--- src/rtl/rd_req_arbiter_if.sv ---
// Bus bundle for rd_req_arbiter: two requester ports, the shared read request
// and response channel, and the per-requester routed responses and status.
interface rd_req_arbiter_if #(
  parameter int ADDR_LMT    = 20,
  parameter int MDATA       = 14,
  parameter int CACHE_WIDTH = 512
);
  logic                   req0_valid;
  logic [ADDR_LMT-1:0]    req0_addr;
  logic                   req0_ready;
  logic                   req1_valid;
  logic [ADDR_LMT-1:0]    req1_addr;
  logic                   req1_ready;

  logic [ADDR_LMT-1:0]    rd_req_addr;
  logic [MDATA-1:0]       rd_req_mdata;
  logic                   rd_req_en;
  logic                   rd_req_almostfull;

  logic                   rd_rsp_valid;
  logic [MDATA-1:0]       rd_rsp_mdata;
  logic [CACHE_WIDTH-1:0] rd_rsp_data;

  logic                   rsp0_valid;
  logic [CACHE_WIDTH-1:0] rsp0_data;
  logic [MDATA-2:0]       rsp0_seq;
  logic                   rsp1_valid;
  logic [CACHE_WIDTH-1:0] rsp1_data;
  logic [MDATA-2:0]       rsp1_seq;

  logic [MDATA-1:0]       out0_cnt;
  logic [MDATA-1:0]       out1_cnt;
  logic                   idle;
  logic                   tag_err;

  // master is the arbiter; slave is the requesters plus memory channel side
  modport master (
    input  req0_valid, req0_addr, req1_valid, req1_addr,
    output req0_ready, req1_ready,
    output rd_req_addr, rd_req_mdata, rd_req_en,
    input  rd_req_almostfull,
    input  rd_rsp_valid, rd_rsp_mdata, rd_rsp_data,
    output rsp0_valid, rsp0_data, rsp0_seq,
    output rsp1_valid, rsp1_data, rsp1_seq,
    output out0_cnt, out1_cnt, idle, tag_err
  );

  modport slave (
    output req0_valid, req0_addr, req1_valid, req1_addr,
    input  req0_ready, req1_ready,
    input  rd_req_addr, rd_req_mdata, rd_req_en,
    output rd_req_almostfull,
    output rd_rsp_valid, rd_rsp_mdata, rd_rsp_data,
    input  rsp0_valid, rsp0_data, rsp0_seq,
    input  rsp1_valid, rsp1_data, rsp1_seq,
    input  out0_cnt, out1_cnt, idle, tag_err
  );
endinterface

--- src/rtl/rd_req_arbiter.sv ---
// Two-requester read arbiter: round-robin issue onto one read channel with
// tagged requests, per-requester outstanding limits and response routing.
module rd_req_arbiter #(
  parameter int ADDR_LMT    = 20,
  parameter int MDATA       = 14,
  parameter int CACHE_WIDTH = 512,
  parameter int MAX_OUT     = 32
) (
  input logic              clk,
  input logic              rst,
  rd_req_arbiter_if.master bus
);

  localparam logic [MDATA-1:0] MAX_CNT = MDATA'(MAX_OUT);
  localparam logic [MDATA-1:0] CNT_ONE = MDATA'(1);
  localparam logic [MDATA-2:0] SEQ_ONE = (MDATA-1)'(1);

  logic                   prio;
  logic [MDATA-2:0]       seq0;
  logic [MDATA-2:0]       seq1;
  logic [MDATA-1:0]       cnt0;
  logic [MDATA-1:0]       cnt1;

  logic [ADDR_LMT-1:0]    req_addr_q;
  logic [MDATA-1:0]       req_mdata_q;
  logic                   req_en_q;

  logic                   rsp0_valid_q;
  logic [CACHE_WIDTH-1:0] rsp0_data_q;
  logic [MDATA-2:0]       rsp0_seq_q;
  logic                   rsp1_valid_q;
  logic [CACHE_WIDTH-1:0] rsp1_data_q;
  logic [MDATA-2:0]       rsp1_seq_q;
  logic                   tag_err_q;

  logic                   elig0;
  logic                   elig1;
  logic                   grant0;
  logic                   grant1;
  logic                   rsp_hit0;
  logic                   rsp_hit1;

  // Eligibility and grant; prio breaks ties only when both can go
  always_comb begin
    elig0    = 1'b0;
    elig1    = 1'b0;
    grant0   = 1'b0;
    grant1   = 1'b0;
    rsp_hit0 = 1'b0;
    rsp_hit1 = 1'b0;
    elig0    = !rst && bus.req0_valid && !bus.rd_req_almostfull && (cnt0 < MAX_CNT);
    elig1    = !rst && bus.req1_valid && !bus.rd_req_almostfull && (cnt1 < MAX_CNT);
    grant0   = elig0 && (!elig1 || !prio);
    grant1   = elig1 && (!elig0 || prio);
    rsp_hit0 = bus.rd_rsp_valid && !bus.rd_rsp_mdata[MDATA-1];
    rsp_hit1 = bus.rd_rsp_valid &&  bus.rd_rsp_mdata[MDATA-1];
  end

  // Request issue register: address and tag hold when nothing is granted
  always_ff @(posedge clk) begin
    if (rst) begin
      req_en_q    <= 1'b0;
      req_addr_q  <= '0;
      req_mdata_q <= '0;
      seq0        <= '0;
      seq1        <= '0;
      prio        <= 1'b0;
    end else begin
      req_en_q <= grant0 || grant1;
      if (grant0) begin
        req_addr_q  <= bus.req0_addr;
        req_mdata_q <= {1'b0, seq0};
        seq0        <= seq0 + SEQ_ONE;
        prio        <= 1'b1;
      end else if (grant1) begin
        req_addr_q  <= bus.req1_addr;
        req_mdata_q <= {1'b1, seq1};
        seq1        <= seq1 + SEQ_ONE;
        prio        <= 1'b0;
      end
    end
  end

  // Outstanding counters; a stray response at zero never underflows
  always_ff @(posedge clk) begin
    if (rst) begin
      cnt0      <= '0;
      cnt1      <= '0;
      tag_err_q <= 1'b0;
    end else begin
      unique case ({grant0, rsp_hit0})
        2'b10:   cnt0 <= cnt0 + CNT_ONE;
        2'b01:   if (cnt0 != '0) cnt0 <= cnt0 - CNT_ONE;
        default: ;
      endcase
      unique case ({grant1, rsp_hit1})
        2'b10:   cnt1 <= cnt1 + CNT_ONE;
        2'b01:   if (cnt1 != '0) cnt1 <= cnt1 - CNT_ONE;
        default: ;
      endcase
      if ((rsp_hit0 && (cnt0 == '0) && !grant0) ||
          (rsp_hit1 && (cnt1 == '0) && !grant1))
        tag_err_q <= 1'b1;
    end
  end

  // Response routing by tag MSB; data and seq hold between responses
  always_ff @(posedge clk) begin
    if (rst) begin
      rsp0_valid_q <= 1'b0;
      rsp0_data_q  <= '0;
      rsp0_seq_q   <= '0;
      rsp1_valid_q <= 1'b0;
      rsp1_data_q  <= '0;
      rsp1_seq_q   <= '0;
    end else begin
      rsp0_valid_q <= rsp_hit0;
      rsp1_valid_q <= rsp_hit1;
      if (rsp_hit0) begin
        rsp0_data_q <= bus.rd_rsp_data;
        rsp0_seq_q  <= bus.rd_rsp_mdata[MDATA-2:0];
      end
      if (rsp_hit1) begin
        rsp1_data_q <= bus.rd_rsp_data;
        rsp1_seq_q  <= bus.rd_rsp_mdata[MDATA-2:0];
      end
    end
  end

  assign bus.req0_ready   = grant0;
  assign bus.req1_ready   = grant1;
  assign bus.rd_req_en    = req_en_q;
  assign bus.rd_req_addr  = req_addr_q;
  assign bus.rd_req_mdata = req_mdata_q;
  assign bus.rsp0_valid   = rsp0_valid_q;
  assign bus.rsp0_data    = rsp0_data_q;
  assign bus.rsp0_seq     = rsp0_seq_q;
  assign bus.rsp1_valid   = rsp1_valid_q;
  assign bus.rsp1_data    = rsp1_data_q;
  assign bus.rsp1_seq     = rsp1_seq_q;
  assign bus.out0_cnt     = cnt0;
  assign bus.out1_cnt     = cnt1;
  assign bus.tag_err      = tag_err_q;
  assign bus.idle         = (cnt0 == '0) && (cnt1 == '0) && !req_en_q;

endmodule

--- src/flat_wrapper.sv ---
// flat-port wrapper written by rule: the top's interface ports become plain ports
module rd_req_arbiter_flat 
#(
  parameter int ADDR_LMT    = 20,
  parameter int MDATA       = 14,
  parameter int CACHE_WIDTH = 512,
  parameter int MAX_OUT     = 32
)
  (clk, rst, bus_req0_valid, bus_req0_addr, bus_req1_valid, bus_req1_addr, bus_req0_ready, bus_req1_ready, bus_rd_req_addr, bus_rd_req_mdata, bus_rd_req_en, bus_rd_req_almostfull, bus_rd_rsp_valid, bus_rd_rsp_mdata, bus_rd_rsp_data, bus_rsp0_valid, bus_rsp0_data, bus_rsp0_seq, bus_rsp1_valid, bus_rsp1_data, bus_rsp1_seq, bus_out0_cnt, bus_out1_cnt, bus_idle, bus_tag_err);
  rd_req_arbiter_if #(.ADDR_LMT(ADDR_LMT), .MDATA(MDATA), .CACHE_WIDTH(CACHE_WIDTH)) bus_i ();
  input logic clk;
  input logic rst;
  input wire logic [$bits(bus_i.req0_valid)-1:0] bus_req0_valid;
  input wire logic [$bits(bus_i.req0_addr)-1:0] bus_req0_addr;
  input wire logic [$bits(bus_i.req1_valid)-1:0] bus_req1_valid;
  input wire logic [$bits(bus_i.req1_addr)-1:0] bus_req1_addr;
  output wire logic [$bits(bus_i.req0_ready)-1:0] bus_req0_ready;
  output wire logic [$bits(bus_i.req1_ready)-1:0] bus_req1_ready;
  output wire logic [$bits(bus_i.rd_req_addr)-1:0] bus_rd_req_addr;
  output wire logic [$bits(bus_i.rd_req_mdata)-1:0] bus_rd_req_mdata;
  output wire logic [$bits(bus_i.rd_req_en)-1:0] bus_rd_req_en;
  input wire logic [$bits(bus_i.rd_req_almostfull)-1:0] bus_rd_req_almostfull;
  input wire logic [$bits(bus_i.rd_rsp_valid)-1:0] bus_rd_rsp_valid;
  input wire logic [$bits(bus_i.rd_rsp_mdata)-1:0] bus_rd_rsp_mdata;
  input wire logic [$bits(bus_i.rd_rsp_data)-1:0] bus_rd_rsp_data;
  output wire logic [$bits(bus_i.rsp0_valid)-1:0] bus_rsp0_valid;
  output wire logic [$bits(bus_i.rsp0_data)-1:0] bus_rsp0_data;
  output wire logic [$bits(bus_i.rsp0_seq)-1:0] bus_rsp0_seq;
  output wire logic [$bits(bus_i.rsp1_valid)-1:0] bus_rsp1_valid;
  output wire logic [$bits(bus_i.rsp1_data)-1:0] bus_rsp1_data;
  output wire logic [$bits(bus_i.rsp1_seq)-1:0] bus_rsp1_seq;
  output wire logic [$bits(bus_i.out0_cnt)-1:0] bus_out0_cnt;
  output wire logic [$bits(bus_i.out1_cnt)-1:0] bus_out1_cnt;
  output wire logic [$bits(bus_i.idle)-1:0] bus_idle;
  output wire logic [$bits(bus_i.tag_err)-1:0] bus_tag_err;
  assign bus_i.req0_valid = bus_req0_valid;
  assign bus_i.req0_addr = bus_req0_addr;
  assign bus_i.req1_valid = bus_req1_valid;
  assign bus_i.req1_addr = bus_req1_addr;
  assign bus_req0_ready = bus_i.req0_ready;
  assign bus_req1_ready = bus_i.req1_ready;
  assign bus_rd_req_addr = bus_i.rd_req_addr;
  assign bus_rd_req_mdata = bus_i.rd_req_mdata;
  assign bus_rd_req_en = bus_i.rd_req_en;
  assign bus_i.rd_req_almostfull = bus_rd_req_almostfull;
  assign bus_i.rd_rsp_valid = bus_rd_rsp_valid;
  assign bus_i.rd_rsp_mdata = bus_rd_rsp_mdata;
  assign bus_i.rd_rsp_data = bus_rd_rsp_data;
  assign bus_rsp0_valid = bus_i.rsp0_valid;
  assign bus_rsp0_data = bus_i.rsp0_data;
  assign bus_rsp0_seq = bus_i.rsp0_seq;
  assign bus_rsp1_valid = bus_i.rsp1_valid;
  assign bus_rsp1_data = bus_i.rsp1_data;
  assign bus_rsp1_seq = bus_i.rsp1_seq;
  assign bus_out0_cnt = bus_i.out0_cnt;
  assign bus_out1_cnt = bus_i.out1_cnt;
  assign bus_idle = bus_i.idle;
  assign bus_tag_err = bus_i.tag_err;
  rd_req_arbiter #(.ADDR_LMT(ADDR_LMT), .MDATA(MDATA), .CACHE_WIDTH(CACHE_WIDTH), .MAX_OUT(MAX_OUT)) u_core (.clk(clk), .rst(rst), .bus(bus_i));
endmodule
--- config.mk ---
export PLATFORM = sky130hd
export DESIGN_NAME = rd_req_arbiter_flat
export DESIGN_NICKNAME = d
export VERILOG_FILES = /design/src/rtl/rd_req_arbiter_if.sv /design/src/rtl/rd_req_arbiter.sv /design/src/flat_wrapper.sv
export SDC_FILE = /design/constraint.sdc
export NUM_CORES = 2
export LEC_CHECK = 0
export ABC_CLOCK_PERIOD_IN_PS = 3700
export CORE_AREA = 3 3 657 659
export DETAILED_ROUTE_END_ITERATION = 7
export DIE_AREA = 0 0 660 662
export HOLD_SLACK_MARGIN = 0.1
export SKIP_CTS_REPAIR_TIMING = 1
export SYNTH_ARGS = -nofsm -noshare
export SYNTH_HDL_FRONTEND = slang
export SYNTH_SLANG_ARGS = --single-unit
--- constraint.sdc ---
create_clock -name clk -period 3.7 [get_ports clk]
set_input_delay 0.37 -clock clk [delete_from_list [all_inputs] [get_ports clk]]
set_output_delay 0.37 -clock clk [all_outputs]
set_load 0.05 [all_outputs]
==> run summary <==
Sum of negative setup slack = 0 ns
Largest net degree at the start of global routing = 174
H-Tree Depth = 4
Syn Nets = 5,733
Most common cell after layout, fill and taps aside = nand2_1
Post-Synthesis Cells = 5,145
Most frequent cells in the layout = nand2_1 (2,186), clkdlybuf4s50_1 (1,566), dfxtp_1 (1,139)
1st-iter DRT viols = 3,942
Critical Path Source = rst
Worst Skew = 0.0343 ns
Number of port buffers = 1,690
Multi-input gate area = 15,900 um2
Antenna-violating nets left = 0
Max-Slew Margin vs Limit = 21.3%
Crit Path Class = in -> reg
Syn_area_per_cell = 7.81 um2
First-pass GRT wire length = 442,000 um
Post-synth EDFFs = 0
Achievable frequency = 277 MHz
Clk pin slew, worst setup/hold paths = 0.06 ns
Yosys cell types = 58
CTS tree = done
CTS buffer count = 146
CTS root buf = clkbuf_16
Initial antenna violation count = 103
Final WL = 359,000 um
Cell Rows = 240
Vias in the first global route = 40,100
Area delta synth->final = 74.3%
FF+latch count, synth = 1,143
Peak VDD IR = 380 uV
CP endpoint = u_core.bus.out0_cnt[12]
Synth top area cells = dfxtp_1 (57%), nand2_1 (20%), a21oi_1 (14%)
Die area = 437,000 um2
Synth Warn # = 0
Seq. cell area = 22,900 um2
Worst hold path class = in -> reg
Sequential area share after synthesis = 56.9%
Power per cell area = 537 nW/um2
R2R cell count = 11
Part of the cycle the worst path needs = 97.7%
Reg2reg start = u_core.bus.out1_cnt[9]
Worst Tran Pin Value = 1.18 ns
Area share of the largest cell type after synthesis = 56.9%
DRC = 0
DR WL/cell = 28.2 um
Filler Cells Inserted = 48,200
Clk_lat worst skew = 0.84 ns
CP startpoint kind = input port
RSZ-0062 raised after global routing = false
Starting Density = 9.42%
Vias = 43,900
Gr ovfl total = 0
Routability cong. = 0.972
Mapped cell area = 40,200 um2
Detailed-router iteration count before antenna repair = 6
Cell Area, Placed = 63,800 um2
Final nets = 7,442
Reg2reg end = u_core.bus.out1_cnt[11]
WP data required = 4.43 ns
Core outline area = 427,000 um2
Die H = 662 um
I/O Pins = 1,691
Clk buf depth = 4
Async set-reset flop share out of synthesis = 0%
Worst endpoint data arrival time = 4.34 ns
Slew Viols, Final = 0
GRT Util Overall = 15.5%
Via density = 3.45
Share of cells above drive strength 1 = 7.70%
Final Hold Viols = 0
Final setup fails = 0
Die Span X = 660 um
CP endpoint kind = flip-flop
Finished Cell Area = 70,100 um2
Most used DFF post-synth = dfxtp_1
Leakage power = 24.1 nW
Clock sink total = 1,143
Crit-path max FO = 23
Largest area contributor in the netlist = dfxtp_1
Reg2reg setup slack = 0.14 ns
Outcome = completed
Hpwl dp = 307,000 um
Tmin final = 3.62 ns
Max Cap Viol = 0
==> Yosys cell counts, drive strengths merged, types with 2 or more instances <==
cell    number
a211oi       3
a21bo        2
a21o         3
a21oi     1104
a31oi       24
a32oi        2
and2         4
and3        10
and4         2
buf         34
clkbuf     347
dfxtp     1143
ha          15
inv         12
mux2         6
mux2i        2
nand2     2187
nand3       12
nand4       15
nor2        65
nor2b        7
nor3        28
nor3b        4
nor4         7
nor4b        2
o211ai       2
o21a         3
o21ai       13
o22ai       11
o31ai        2
or2          3
or3         11
or3b         3
or4          6
xnor2       20
xor2        15
==> logic make-up after synthesis <==
kind of cell               Yosys count  synth area share [%]
muxes                                8                 0.218
adders and majority gates           16                 0.517
and+or+nand+nor                   2371                  22.9
buffers and inverters              393                  3.68
DFF                               1143                  56.9
AOI/OAI and AO/OA                 1179                  15.0
xor gates and xnor gates            35                 0.762
==> power by group <==
| group | leakage, nW | total, mW | internal [mW] | switching, mW |
|---|---|---|---|---|
| logic | 12.3 | 9.23 | 2.92 | 6.31 |
| clock network | 2.41 | 14.9 | 8.75 | 6.12 |
| registers | 9.35 | 13.6 | 13.1 | 0.500 |
==> worst min-delay path by stage <==
stage                                  end                      start  cells past startpoint
6_report        u_core.bus.rd_req_addr[13]          bus_req0_addr[13]                      3
3_5_place_dp      u_core.bus.rsp1_data[37]   u_core.bus.rsp1_data[37]                      2
4_1_cts                 u_core.bus.tag_err                        rst                      3
2_1_floorplan  u_core.bus.rd_req_mdata[12]            u_core.seq0[12]                      2
3_3_place_gp     u_core.bus.rsp0_data[154]  u_core.bus.rsp0_data[154]                      2
5_1_grt           u_core.bus.rsp0_data[37]        bus_rd_rsp_data[37]                      3
==> per-stage QoR <==
| stage | hold WS (ns) | utilization, % | power, mW | instances | setup WS (ns) |
|---|---|---|---|---|---|
| 2_1_floorplan | 0.463 | - | 18.3 | 5145 | 0.0134 |
| 3_3_place_gp | 0.440 | 15.0 | 22.8 | 12300 | -0.515 |
| 3_5_place_dp | 0.445 | 15.0 | 22.9 | 12300 | -0.509 |
| 4_1_cts | -0.0990 | 16.1 | 37.9 | 12500 | -0.171 |
| 5_1_grt | 0.0954 | 16.4 | 39.0 | 12700 | 0.0260 |
| 6_report | 0.117 | 16.4 | 37.7 | 12700 | 0.0840 |
==> layout make-up <==
type | count | area share (%)
sequential | 1143 | 32.7
timing repair buffer | 1942 | 27.1
multi-input combinational | 3609 | 22.7
tap | 5687 | 10.2
clock buffer | 206 | 6.15
clock inverter | 52 | 0.866
antenna | 77 | 0.275
inverter | 12 | 0.0678
==> worst max-delay path, cell delays in order <==
cell	delay, ns
dlygate4sd3_1	0.57
buf_8	0.16
buf_4	0.20
buf_4	0.24
nor4bb_1	0.35
nand4_1	0.26
a21oi_1	0.37
xor2_1	0.12
ha_1	0.25
nor4_1	0.28
nor3b_1	0.45
nor3b_1	0.30
nand4_1	0.16
xor2_1	0.17
nor2_1	0.06
==> registers in the layout, summed over array words and instances (netlist names), 13 cells and up <==
signal and cells:
u_core.seq1 13, u_core.bus.out0_cnt 14, u_core.bus.rsp0_data 512, u_core.bus.rd_req_addr 20, u_core.bus.rsp0_seq 13, u_core.bus.rsp1_data 512
u_core.bus.rd_req_mdata 14, u_core.bus.out1_cnt 14, u_core.seq0 13, u_core.bus.rsp1_seq 13
==> per-layer routing <==
layer / vias to the layer above / wire (um) / global-route usage, %
met3: 478 / 39600 / 6.93
li1: 20200 / - / -
met4: 24 / 20600 / 7.74
met5: - / 147 / 0
met2: 1991 / 172000 / 26.4
met1: 21200 / 127000 / 16.3
Power figures use the tool's default switching activity.
